$ cat src/rtl/sync_join4_pkg.sv
// Shared definitions for the sync_join4 four-way toggle-handshake join:
// FSM encoding, default synchronizer depth and the joined-word width helper.
package sync_join4_pkg;

   typedef enum logic {
      COLLECT  = 1'b0,
      WAIT_ACK = 1'b1
   } state_e;

   localparam int DEFAULT_SYNC_STAGES = 2;

   function automatic int join_width(input int w0, input int w1, input int w2, input int w3);
      return w0 + w1 + w2 + w3;
   endfunction

endpackage

$ cat src/rtl/sync_join4_toggle_sync.sv
// Toggle synchronizer: brings an asynchronous two-phase request into clk and
// emits a one-cycle event for every transition seen at the last stage.
module toggle_sync #(
   parameter int SYNC_STAGES = 2
) (
   input  logic clk,
   input  logic rst,
   input  logic i_tog,
   output logic o_ev
);

   logic [SYNC_STAGES-1:0] sync_q, sync_d;
   logic                   ref_q, ref_d;

   always_comb begin
      sync_d = {sync_q[SYNC_STAGES-2:0], i_tog};
      // The reference follows the last stage every cycle, so each event is
      // consumed on the same edge the top acts on it.
      ref_d  = sync_q[SYNC_STAGES-1];
   end

   // NOTE: sequential state uses non-blocking assignments only; mixing in
   // blocking ones here would create order-dependent simulation races.
   always_ff @(posedge clk) begin
      if (rst) begin
         sync_q <= '0;
         ref_q  <= 1'b0;
      end else begin
         sync_q <= sync_d;
         ref_q  <= ref_d;
      end
   end

   assign o_ev = sync_q[SYNC_STAGES-1] ^ ref_q;

endmodule

$ cat src/rtl/sync_join4.sv
// Four-way join: collects four bundled slices arriving on toggle channels,
// then launches their concatenation on one downstream toggle channel.
module sync_join4
   import sync_join4_pkg::*;
#(
   parameter int DATA_WIDTHIN0 = 5,
   parameter int DATA_WIDTHIN1 = 10,
   parameter int DATA_WIDTHIN2 = 3,
   parameter int DATA_WIDTHIN3 = 2,
   parameter int SYNC_STAGES   = DEFAULT_SYNC_STAGES
) (
   input  logic                     clk,
   input  logic                     rst,
   input  logic [3:0]               i_drive_4,
   input  logic [DATA_WIDTHIN0-1:0] i_data0,
   input  logic [DATA_WIDTHIN1-1:0] i_data1,
   input  logic [DATA_WIDTHIN2-1:0] i_data2,
   input  logic [DATA_WIDTHIN3-1:0] i_data3,
   output logic [3:0]               o_free_4,
   output logic                     o_driveNext,
   input  logic                     i_freeNext,
   output logic [join_width(DATA_WIDTHIN0, DATA_WIDTHIN1, DATA_WIDTHIN2, DATA_WIDTHIN3)-1:0] o_data,
   output logic                     o_overrun
);

   localparam int DW = join_width(DATA_WIDTHIN0, DATA_WIDTHIN1, DATA_WIDTHIN2, DATA_WIDTHIN3);

   logic [3:0] ev;
   logic       ev_next;

   for (genvar k = 0; k < 4; k++) begin : g_drive_sync
      toggle_sync #(.SYNC_STAGES(SYNC_STAGES)) u_sync (
         .clk  (clk),
         .rst  (rst),
         .i_tog(i_drive_4[k]),
         .o_ev (ev[k])
      );
   end

   toggle_sync #(.SYNC_STAGES(SYNC_STAGES)) u_next_sync (
      .clk  (clk),
      .rst  (rst),
      .i_tog(i_freeNext),
      .o_ev (ev_next)
   );

   logic [DATA_WIDTHIN0-1:0] slice0_q, slice0_d;
   logic [DATA_WIDTHIN1-1:0] slice1_q, slice1_d;
   logic [DATA_WIDTHIN2-1:0] slice2_q, slice2_d;
   logic [DATA_WIDTHIN3-1:0] slice3_q, slice3_d;
   logic [3:0]               full_q, full_d;
   state_e                   state_q, state_d;
   logic [3:0]               free_q, free_d;
   logic                     drive_next_q, drive_next_d;
   logic [DW-1:0]            data_q, data_d;
   logic                     overrun_q, overrun_d;
   logic                     launch;

   // NOTE: every signal gets its hold value before any condition, so no
   // path through this block can leave one unassigned and infer a latch.
   always_comb begin
      slice0_d     = slice0_q;
      slice1_d     = slice1_q;
      slice2_d     = slice2_q;
      slice3_d     = slice3_q;
      full_d       = full_q;
      state_d      = state_q;
      free_d       = free_q;
      drive_next_d = drive_next_q;
      data_d       = data_q;
      overrun_d    = overrun_q;
      launch       = (state_q == COLLECT) && (&full_q);

      for (int k = 0; k < 4; k++) begin
         if (ev[k]) begin
            if (full_q[k]) overrun_d = 1'b1;
            else           full_d[k] = 1'b1;
         end
      end
      if (ev[0] && !full_q[0]) slice0_d = i_data0;
      if (ev[1] && !full_q[1]) slice1_d = i_data1;
      if (ev[2] && !full_q[2]) slice2_d = i_data2;
      if (ev[3] && !full_q[3]) slice3_d = i_data3;

      unique case (state_q)
         COLLECT: begin
            if (ev_next) overrun_d = 1'b1;
            if (launch) begin
               // Launch-clear overrides any same-edge capture.
               data_d       = {slice0_q, slice1_q, slice2_q, slice3_q};
               drive_next_d = ~drive_next_q;
               free_d       = ~free_q;
               full_d       = '0;
               state_d      = WAIT_ACK;
            end
         end
         WAIT_ACK: begin
            if (ev_next) state_d = COLLECT;
         end
         default: state_d = COLLECT;
      endcase
   end

   // NOTE: slice registers are reset like the control state; they feed o_data
   // only through data_q, but clearing them keeps post-reset words deterministic.
   always_ff @(posedge clk) begin
      if (rst) begin
         slice0_q     <= '0;
         slice1_q     <= '0;
         slice2_q     <= '0;
         slice3_q     <= '0;
         full_q       <= '0;
         state_q      <= COLLECT;
         free_q       <= '0;
         drive_next_q <= 1'b0;
         data_q       <= '0;
         overrun_q    <= 1'b0;
      end else begin
         slice0_q     <= slice0_d;
         slice1_q     <= slice1_d;
         slice2_q     <= slice2_d;
         slice3_q     <= slice3_d;
         full_q       <= full_d;
         state_q      <= state_d;
         free_q       <= free_d;
         drive_next_q <= drive_next_d;
         data_q       <= data_d;
         overrun_q    <= overrun_d;
      end
   end

   assign o_free_4    = free_q;
   assign o_driveNext = drive_next_q;
   assign o_data      = data_q;
   assign o_overrun   = overrun_q;

endmodule

$ cat config.mk
export PLATFORM = sky130hd
export DESIGN_NAME = sync_join4
export DESIGN_NICKNAME = d
export VERILOG_FILES = /design/src/rtl/sync_join4_pkg.sv /design/src/rtl/sync_join4_toggle_sync.sv /design/src/rtl/sync_join4.sv
export SDC_FILE = /design/constraint.sdc
export NUM_CORES = 1
export LEC_CHECK = 0
export CAP_MARGIN = 20
export CORE_UTILIZATION = 40
export CTS_CLUSTER_SIZE = 20
export DETAILED_ROUTE_END_ITERATION = 7
export GPL_ROUTABILITY_DRIVEN = 0
export PLACE_DENSITY = 0.71
export SLEW_MARGIN = 20
export SYNTH_ARGS = -nofsm -noshare
export SYNTH_HDL_FRONTEND = slang
export SYNTH_SLANG_ARGS = --single-unit
$ cat constraint.sdc
create_clock -name clk -period 1.6 [get_ports clk]
set_clock_uncertainty 0.1 [all_clocks]
set_input_delay 0.16 -clock clk [delete_from_list [all_inputs] [get_ports clk]]
set_output_delay 0.16 -clock clk [all_outputs]
set_load 0.03 [all_outputs]
* Word-level counts from Yosys, hierarchy flattened
Cells that the tools add are included.
** Storage, ports and cells
- Register bits after elaboration :: 66
- Latch bits :: 0
- RAM bits :: 0
- Memory bits (read-only) :: 0
- Input port bits :: 27
- Output and inout bits :: 26
- Word-level logic and storage cells :: 58
- Memories :: 0
** Cells by class
- $add $sub $neg :: 0
- Multipliers :: 0
- Div/mod/pow operators :: 0
- Magnitude comparators :: 0
- Eq/ne operators :: 0
- Shift-type cells :: 0
- Mux-type cells :: 19
- Bitwise logic cells :: 8
- Reductions and logical operators :: 11
** Operators by type and width (count)
- $mux 1 :: 16
- $mux 4 :: 2
- $logic_and 1x1->1 :: 5
- $xor 1x1->1 :: 5
- $logic_not 1->1 :: 4
- $not 4->4 :: 1
- $reduce_and 4->1 :: 1
- $not 1->1 :: 2
- $pmux 1 s2 :: 1
- $reduce_and 2->1 :: 1

* Longest topological paths before layout
Gate-level depths: netlist (run 1).
- Depth in word-level cells :: 10
- Gate-level depth with buffers :: 5
- Mapped depth without buffers :: 3

* Hierarchy
Synthesis (run 1) repeated with hierarchy kept, for this count alone.
** Second synthesis, totals
- Cell total of the unflattened synthesis :: 247
- Area, all modules :: 2487.4 µm²
** Modules (own cells, without submodules)
- sync_join4 :: instances 1, cells each 212, area an instance 2049.5 µm², sequential area each 1021.0 µm²
- toggle_sync :: instances 5, cells each 7, area an instance 87.6 µm², sequential area each 60.1 µm²

* Worst setup path after synthesis (run 1)
OpenSTA, ideal clock, no wires.
- Path kind :: reg2reg
- Start point :: reg full_q[2]
- End point :: reg drive_next_q, in the netlist o_driveNext
- Setup time :: 0.070 ns
- Arrival time :: 1.117 ns
- Data required time :: 1.430 ns
- Setup slack :: 0.313 ns
- Cell stages (with the launch flop) :: 6
- Path buffers :: 2
- Period minus slack after synthesis :: 1.287 ns
- Cell sequence :: dfxtp_1 > buf_4 > nand4_2 > clkbuf_2 > or3_1 > a21oi_1
** On the way
- Cells in the longest elaborated chain, start to end :: 3
** Ends and longest elaborated chain
- start: declaration :: line sync_join4.sv:51 : logic [3:0] full_q, full_d;
- start signal: assignment :: line sync_join4.sv:123 : full_q <= full_d;
- $reduce_and 4->1 :: line sync_join4.sv:72 : launch = (state_q == COLLECT) && (&full_q);
- $logic_and 1x1->1 :: line sync_join4.sv:72
- $reduce_and 2->1 (no line)
- end signal: assignment :: line sync_join4.sv:126 : drive_next_q <= drive_next_d;
- end: declaration :: line sync_join4.sv:54 : logic drive_next_q, drive_next_d;
Every way passes these cells.
A chain may end at the register's enable or synchronous reset.

* Worst setup path after layout (run 1)
- Start point :: reg full_q[1]
- End point :: reg data_q[15], in the netlist o_data[15]
** On the way
- Cells in the longest elaborated chain, start to end :: 3
** Ends and longest elaborated chain
- $reduce_and 4->1 :: line sync_join4.sv:72
- $logic_and 1x1->1 :: line sync_join4.sv:72
- $reduce_and 2->1 (no line)
- end signal: assignment :: line sync_join4.sv:127 : data_q <= data_d;
- end: declaration :: line sync_join4.sv:55 : logic [DW-1:0] data_q, data_d;
Every way passes these cells.

==> results.yml, run 1 <==
timing:
  drv_slew: 0
  hold_ws_ns: 0.1925
  max_freq_mhz: 683.1
  slew_headroom: 0.5451
  period_needed_ns: 1.464
  fin_crit_sh: 0.9150
  hold_viol_final: 0
  worst_pin_slew_ns: 0.6775
  setup_violations: 0
  rsz0062_at_grt: "yes"
critical_path:
  crit_fanout: 21
  rr_startpoint: "full_q[1]$_SDFF_PP0_"
  r2r-end: "o_data[15]$_SDFFE_PP0P_"
  worstSetupStartpointType: "register"
  crit_path_end_kind: "register"
  path_delay_family: "simple AND/OR/NAND/NOR gates"
  r2r_slack_ns: 0.14
  ff2ff_path_depth: 4
  crit_path_max_incr_delay_ns: 0.48
  cp_data_arrival_time_ns: 1.63
  path_class: "register to register"
  cp.required_ns: 1.77
  crit_buf_inv: 1
  cp_slowest_cell: "and4_2"
  cp_cell_sequence: "buf_4 > and4_2 > nand3_1 > a21oi_1"
synthesis:
  synth_cell_types: 26
  synth-seq-cells: 66
  synthAdderAreaFrac: 0
  async_reset_ff_frac: 0
  syn_nets: 294
  synth_edf_count: 0
  synth_ff_type: "dfxtp_1"
  syn_inst: 267
  ys_warn_count: 0
  seq_area_frac_synth: 0.5463
  syn_area_per_cell_sq_um: 9.058
  synthMuxAreaShare: 0
  yosys.area_share.simple: 0.1702
  yosysTopAreaCellShare: 0.5463
  synth_compound_area_frac: 0.2028
  synth_top_area_cell: "dfxtp_1"
  synthesis.area_sq_um: 2419
  synth_top_family_by_area: "compound AO/OA/AOI/OAI gates"
  synth_area_leaders: "dfxtp_1, a21oi_1, o21ai_0, nand3_1, nor2b_1"
  synthXorXnorAreaFrac: 0.03259
job:
  drv_cap: 0
min_path:
  min_to: "u_next_sync.sync_q[0]$_SDFF_PP0_"
  hold_class: "input port to register"
  min_from: "rst"
  worstHoldPathCells: 3
layout:
  fin_nets: 346
  syn_to_final_growth_pct: 31.30
  final_cell_mix: "dfxtp_1, a21oi_1, o21ai_0"
  antenna_cells: 0
  multi_input_area_sq_um: 980.9
  regArea_sq_um: 1321
  final.fill_count: 535
  fin_util: 0.5595
  final_common_cell: "dfxtp_1"
  fin_area_sq_um: 3176
  drive_gt1_frac: 0.09259
detailed_routing:
  final_antenna_net_count: 0
  dr.pass1.iters: 4
  wl_per_cell_microns: 12.79
  drcViolationCount: 0
  drtIter0Drc: 114
  vias_per_cell: 5.119
  finalWirelength_microns: 5063
  dr_total_vias: 2027
global_routing:
  grt-ovfl-total: 0
  antenna_found_initial: 0
  grt_pass1_vias: 1754
  grt_max_degree: 67
  gr-usage-all-layers: 0.1719
  grt_pass1_wl_microns: 8383
place:
  hpwlAfterDp_microns: 3387
  portBuffers: 52
  post_dp_cell_area_sq_um: 3018
clocking:
  cts-root-buf: "clkbuf_8"
  htree_levels: 3
  cts_hold_buf: 0
  numCtsBuffers: 9
  worstSkewPairLatency_ns: 0.33
  postCtsSetupBuffers: 0
  clock-sinks: 66
  clockBufferDepth: 2
  tritoncts: "yes"
  cts.reportedPaths.clkPinSlew_ns: 0.07
power_and_ir_drop:
  p_leak_uw: 0.001259
  peakVddDrop_uv: 674.9
  p_total_uw: 3239
  power.density_nw_per_um2: 1020
floorplanning:
  fp.dieW_microns: 79.76
  dieArea_sq_um: 6362
  core_area_sq_um: 5675
  dieHeight_microns: 79.76
  num_io_pins: 53
  initial_core_util: 0.4261
  num_rows: 27
run_status:
  status: "complete, no violations"
-- worst min-delay path, delay by kind of cell --
kind                   cells  cell delay, ns
buffers and inverters      2            0.30
AND/OR/NAND/NOR            1            0.12
-- area by class of cell --
cell class	count	share of cell area
well taps	72	0.02837
multi-input cells	176	0.3089
flip-flops and latches	66	0.4161
clock buffers	14	0.05437
clock inverters	2	0.003152
inverters	2	0.002364
repair buffers	64	0.1868
-- metrics by stage --
stage / instances / setup TNS [ns] / worst slack, ns
after floorplan: 267 / 0 / 0.3128
after global routing: 396 / -0.001666 / -0.001666
final: 396 / 0 / 0.1361
after CTS: 396 / 0 / 0.001180
after global placement: 380 / 0 / 0.1757
after detailed placement: 380 / 0 / 0.1449
-- power by group --
part           switching (uW)  internal (uW)
Clock                     598            686
Sequential               31.6           1690
Combinational             108            122
-- flip-flops by register name (all words and copies together) (netlist names), 2 cells and up --
register                    cells
full_q                          4
g_drive_sync.u_sync.ref_q       4
g_drive_sync.u_sync.sync_q      8
o_data                         20
o_free_4                        4
slice0_q                        5
slice1_q                       10
slice2_q                        3
slice3_q                        2
u_next_sync.sync_q              2
-- worst max-delay path by stage --
| stage | from | to | cells after the start |
|---|---|---|---|
| detailed placement | full_q[1]$_SDFF_PP0_ | o_data[15]$_SDFFE_PP0P_ | 4 |
| global placement | full_q[1]$_SDFF_PP0_ | o_data[17]$_SDFFE_PP0P_ | 4 |
| global route | full_q[1]$_SDFF_PP0_ | o_data[2]$_SDFFE_PP0P_ | 4 |
| CTS | o_data[6]$_SDFFE_PP0P_ | o_data[6] | 1 |
| floorplan | full_q[2]$_SDFF_PP0_ | o_driveNext$_SDFFE_PP0P_ | 5 |
| finish | full_q[1]$_SDFF_PP0_ | o_data[15]$_SDFFE_PP0P_ | 4 |
-- repair_timing --
action	4_1_cts	5_1_grt
endpoints found under the setup margin	24	3
gates resized for setup	24	2
hold endpoints to repair	0	0
-- cell usage after synthesis, types with 3 or more instances --
cell type,count
dfxtp_1,66
a21oi_1,47
o21ai_0,45
nand3_1,30
clkbuf_1,15
nor2b_1,15
nand3b_1,10
xnor2_1,5
buf_2,4
nor2_1,4
or3_1,4
xor2_1,4
nor3_1,3
-- per-layer routing --
metal,GRT usage,vias to the layer above,wire (microns)
li1,-,1043,-
met1,0.2395,925,2562
met2,0.2419,50,2191
met3,0.04000,9,217
met4,0.09643,0,92
met5,0,-,0
-- logic make-up (layout without fill, tap and decap cells) --
group,count (synthesis),count (layout)
flops,66,66
simple gates,71,71
compound gates,96,96
buf+inv,25,82
xor+xnor,9,9
Note: power is estimated with default switching activity, not from simulation.
==> inputs of run 2 (changes only) <==
- DONT_BUFFER_PORTS: unset -> 1
- PLACE_DENSITY: 0.71 -> 0.59
==> run 2 against run 1 <==
  * Global-route usage up 1.2 points
  * Worst setup slack improved by 0.023 ns
  * Register-to-register slack better by 0.02 ns
  * Clock power is 5% lower
==> results.yml, run 2 (same netlist as run 1, synthesis figures left out) <==
detailed_routing:
  final_antenna_net_count: 0
  drtIter0Drc: 169
  dr.pass1.iters: 6
  wl_per_cell_microns: 14.04
  dr_total_vias: 2001
  drcViolationCount: 0
  vias_per_cell: 5.322
  finalWirelength_microns: 5279
global_routing:
  grt_max_degree: 62
  gr-usage-all-layers: 0.1835
  antenna_found_initial: 0
  grt-ovfl-total: 0
  grt_pass1_vias: 1791
  grt_pass1_wl_microns: 8776
clocking:
  cts-root-buf: "clkbuf_8"
  clockBufferDepth: 2
  tritoncts: "yes"
  cts.reportedPaths.clkPinSlew_ns: 0.06
  worstSkewPairLatency_ns: 0.33
  htree_levels: 3
  numCtsBuffers: 9
  cts_resized: 0
  clock-sinks: 66
timing:
  tns_ns: 0
  setup_violations: 0
  drv_slew: 0
  slew_headroom: 0.5364
  fin_crit_sh: 0.9006
  hold_viol_final: 0
  max_freq_mhz: 694.0
  rsz0062_at_grt: "no"
  worst_pin_slew_ns: 0.6904
  period_needed_ns: 1.441
critical_path:
  path_class: "register to register"
  rr_startpoint: "g_drive_sync[1].u_sync.sync_q[1]$_SDFF_PP0_"
  cp.required_ns: 1.76
  crit_path_max_incr_delay_ns: 0.56
  cp_slowest_cell: "xnor2_1"
  cp_data_arrival_time_ns: 1.60
  cp_cell_sequence: "xnor2_1 > o21ai_0 > a21oi_1"
  crit_path_end_kind: "register"
  startpoint: "g_drive_sync[1].u_sync.sync_q[1]$_SDFF_PP0_"
  r2r_slack_ns: 0.16
  worstSetupStartpointType: "register"
  crit_fanout: 11
layout:
  final_common_cell: "dfxtp_1"
  fin_cells: 376
  final_cell_mix: "dfxtp_1, a21oi_1, o21ai_0"
  final.fill_count: 539
  fin_nets: 327
  drive_gt1_frac: 0.1086
  largest_register_ffs: 20
  regArea_sq_um: 1321
  syn_to_final_growth_pct: 24.00
  antenna_cells: 0
  multi_input_area_sq_um: 980.9
job:
  drv_cap: 0
power_and_ir_drop:
  clockPowerShare: 0.386
  peakVddDrop_uv: 622.4
  combPwrFrac: 0.068
  power.density_nw_per_um2: 1055
  seq_power_share: 0.547
  p_int_uw: 2442
  power_switching_uw: 721.9
  sw_frac_of_total: 0.2282
  p_leak_uw: 0.001062
place:
  dp_cells: 332
  portBuffers: 0
  hpwlAfterDp_microns: 3092
floorplanning:
  dieArea_sq_um: 6362
  initial_core_util: 0.4261
  fp.dieW_microns: 79.76
  num_io_pins: 53
  core_area_sq_um: 5675
  num_rows: 27
  dieHeight_microns: 79.76
min_path:
  min_from: "rst"
  hold_class: "input port to register"
run_status:
  status: "complete, no violations"
-- run 2: cell count changes in the layout (fill, tap and decap cells not counted) --
cell and delta:
buf_12 -1, buf_16 +1, buf_2 -1, buf_4 +5, clkbuf_8 -1, clkdlybuf4s50_1 -25, clkinv_2 -1, clkinvlp_4 +1
dlygate4sd2_1 -24, dlygate4sd3_1 +28, dlymetal6s2s_1 -2
-- run 2: layout make-up --
cell class,count,share of cell area
clock buffer,13,0.05298
clock inverter,2,0.004172
inverter,2,0.002503
multi-input combinational,176,0.3271
sequential,66,0.4406
tap,72,0.03004
timing repair buffer,45,0.1427
-- run 2: metal layers --
| layer | vias up | global-route usage | part of all wire |
|---|---|---|---|
| met1 | 924 | 0.2454 | 0.47 |
| met2 | 64 | 0.2632 | 0.45 |
| li1 | 1006 | - | - |
| met5 | - | 0 | 0 |
| met3 | 7 | 0.07314 | 0.065 |
| met4 | 0 | 0.06964 | 0.012 |
-- run 2: power by group through the flow --
stage | logic [uW] | clock network, uW | registers, uW
after floorplan | 121 | 0 | 1760
after global placement | 126 | 0 | 1760
after detailed placement | 127 | 0 | 1770
after CTS | 211 | 1260 | 1730
after global routing | 237 | 1360 | 1730
final | 214 | 1220 | 1730
-- run 2: timing repair --
| item | 4_1_cts | 5_1_grt |
|---|---|---|
| hold buffers | 29 | 0 |
| buffers inserted | 0 | 0 |
| endpoints found under the hold margin | 66 | 0 |
-- run 2: final timing paths --
| kind | to | cells after the start |
|---|---|---|
| min reg2reg | g_drive_sync[3].u_sync.sync_q[1]$_SDFF_PP0_ | 1 |
| max reg2reg | slice1_q[2]$_SDFFE_PP0P_ | 3 |
| max | slice1_q[2]$_SDFFE_PP0P_ | 3 |
| min | slice1_q[1]$_SDFFE_PP0P_ | 2 |
-- run 2: critical path, delay by kind of cell (launching register included) --
kind	cells	cell delay, ns
AO/OA/AOI/OAI	2	0.37
XOR/XNOR	1	0.56
flip-flops	1	0.34
-- run 2: through the flow --
stage | hold WS (ns) | setup slack [ns] | utilization | cell area [sq um] | total power (uW)
after floorplan | 0.1882 | 0.3128 | - | 2419 | 1879
after global placement | 0.1348 | 0.2216 | 0.4440 | 2520 | 1891
after detailed placement | 0.1367 | 0.2199 | 0.4440 | 2520 | 1893
after CTS | 0.05952 | 0.1964 | 0.5284 | 2999 | 3198
after global routing | 0.05804 | 0.0004288 | 0.5284 | 2999 | 3335
final | 0.05594 | 0.1591 | 0.5284 | 2999 | 3164
==> inputs of run 3 (changes only) <==
- REMOVE_ABC_BUFFERS: unset -> 1
==> run 3 against run 2 <==
  * Wire length up 2.9%
  * Combinational power increased by 4%
  * Flip-flop and latch count unchanged
  * Global-route usage up 0.45 points
  * Die area is the same
  * Power is 5.6% higher
  * Via count decreased by 0.30%
  * Clock power up 14%
  * Sequential share of layout area barely moved
  * Hold slack better by 0.0040 ns
  * Register-to-register slack got worse by 0.10 ns
  * Non-clock buffer count is 4 lower
  * Critical path type unchanged
  * Critical endpoint is now slice2_q[2]$_SDFFE_PP0P_
==> results.yml, run 3 (same netlist as run 1, synthesis figures left out) <==
layout:
  drive_gt1_frac: 0.1163
  fin_nets: 323
  fin_util: 0.5309
  fin_area_sq_um: 3013
  largest_register_ffs: 20
  antenna_cells: 0
  final_cell_mix: "dfxtp_1, a21oi_1, o21ai_0"
  syn_to_final_growth_pct: 24.57
  final_common_cell: "dfxtp_1"
detailed_routing:
  dr_total_vias: 1995
  drtIter0Drc: 130
  vias_per_cell: 5.349
  wl_per_cell_microns: 14.56
  drcViolationCount: 0
  finalWirelength_microns: 5432
  dr.pass1.iters: 4
  final_antenna_net_count: 0
timing:
  rsz0062_at_grt: "no"
  drv_slew: 0
  max_freq_mhz: 648.0
  setup_violations: 0
  slew_headroom: 0.5707
  fin_crit_sh: 0.9645
  hold_viol_final: 0
  period_needed_ns: 1.543
  worst_pin_slew_ns: 0.6433
global_routing:
  grt_max_degree: 62
  grt-ovfl-total: 0
  grt_pass1_wl_microns: 8914
  grt_pass1_vias: 1856
  antenna_found_initial: 0
  gr-usage-all-layers: 0.1880
run_status:
  status: "complete, no violations"
floorplanning:
  num_io_pins: 53
  initial_core_util: 0.4261
  fp.dieW_microns: 79.76
  dieArea_sq_um: 6362
  dieHeight_microns: 79.76
  num_rows: 27
  core_area_sq_um: 5675
critical_path:
  crit_buf_inv: 2
  crit_path_end_kind: "register"
  rr_startpoint: "g_drive_sync[2].u_sync.sync_q[1]$_SDFF_PP0_"
  r2r-end: "slice2_q[2]$_SDFFE_PP0P_"
  ff2ff_path_depth: 5
  cp_cell_sequence: "xor2_1 > buf_4 > nand3b_1 > a21oi_2 > dlygate4sd3_1"
  crit_fanout: 4
  worstSetupStartpointType: "register"
  cp_data_arrival_time_ns: 1.67
  cp.required_ns: 1.73
  r2r_slack_ns: 0.06
  cp_slowest_cell: "dlygate4sd3_1"
  path_delay_family: "buffers and inverters"
  crit_path_max_incr_delay_ns: 0.55
  path_class: "register to register"
min_path:
  worstHoldPathCells: 2
  hold_class: "input port to register"
  min_to: "o_data[5]$_SDFFE_PP0P_"
  min_from: "rst"
clocking:
  tritoncts: "yes"
  clockBufferDepth: 2
  htree_levels: 3
  worstSkewPairLatency_ns: 0.34
  numCtsBuffers: 9
  clock-sinks: 66
  cts.reportedPaths.clkPinSlew_ns: 0.07
  cts-root-buf: "clkbuf_8"
power_and_ir_drop:
  p_leak_uw: 0.001054
  power.density_nw_per_um2: 1109
  peakVddDrop_uv: 663.0
place:
  portBuffers: 0
  hpwlAfterDp_microns: 3223
  post_dp_cell_area_sq_um: 2490
job:
  drv_cap: 0
==> run 3: changes by cell type in the layout (fill, tap and decap cells not counted), sizes merged <==
cell / delta
bufinv: +1
clkbuf: +1
clkinvlp: -1
dlygate4sd3: -1
buf: -3
==> run 3: metrics by stage <==
stage               TNS (ns)  cells  hold WS [ns]  setup WS (ns)  total power [uW]
floorplan           -0.04241    244        0.1291       -0.04241              1848
global placement           0    328        0.1364         0.2769              1894
detailed placement         0    328        0.1391         0.2624              1897
CTS                        0    371       0.04103        0.04687              3370
global route               0    373       0.05207       0.006980              3506
finish                     0    373       0.05990        0.05678              3342
==> run 3: power breakdown <==
part           total [uW]  switching, uW  leakage (uW)  internal [uW]
combinational         222            105      0.000416            116
clock                1390            590      0.000101            805
sequential           1730           34.0      0.000538           1690
total                3340            729       0.00105           2610
==> run 3: area by class of cell <==
class / count / area [sq um]
multi-input combinational: 176 / 996.0
fill: 545 / 2663
timing repair buffer: 41 / 395.4
inverter: 2 / 7.507
clock inverter: 2 / 35.03
clock buffer: 14 / 162.7
tap: 72 / 90.09
sequential: 66 / 1326
==> run 3: how the worst max path moves through the flow <==
stage | from | endpoint | slack [ns] | depth (start not counted)
finish | g_drive_sync[2].u_sync.sync_q[1]$_SDFF_PP0_ | slice2_q[2]$_SDFFE_PP0P_ | 0.06 | 5
floorplan | full_q[0]$_SDFF_PP0_ | o_free_4[0]$_SDFFE_PP0P_ | -0.04 | 3
global placement | g_drive_sync[1].u_sync.sync_q[1]$_SDFF_PP0_ | slice1_q[3]$_SDFFE_PP0P_ | 0.28 | 4
global route | g_drive_sync[2].u_sync.sync_q[1]$_SDFF_PP0_ | slice2_q[2]$_SDFFE_PP0P_ | 0.007 | 5
detailed placement | full_q[0]$_SDFF_PP0_ | o_data[2]$_SDFFE_PP0P_ | 0.26 | 3
CTS | g_drive_sync[2].u_sync.sync_q[1]$_SDFF_PP0_ | slice2_q[1]$_SDFFE_PP0P_ | 0.05 | 5
==> run 3: timing repair <==
item	CTS	global route
endpoints found under the hold margin	66	2
buffers inserted	0	1
hold buffers	27	3
gates resized for setup	0	8
setup endpoints to repair	0	3
==> run 3: routing by layer <==
| metal | vias up | global-route usage | share of wire |
|---|---|---|---|
| li1 | 998 | - | - |
| met1 | 933 | 0.2216 | 0.46 |
| met2 | 59 | 0.2949 | 0.46 |
| met3 | 5 | 0.09714 | 0.070 |
| met4 | 0 | 0.05893 | 0.011 |
| met5 | - | 0 | 0 |
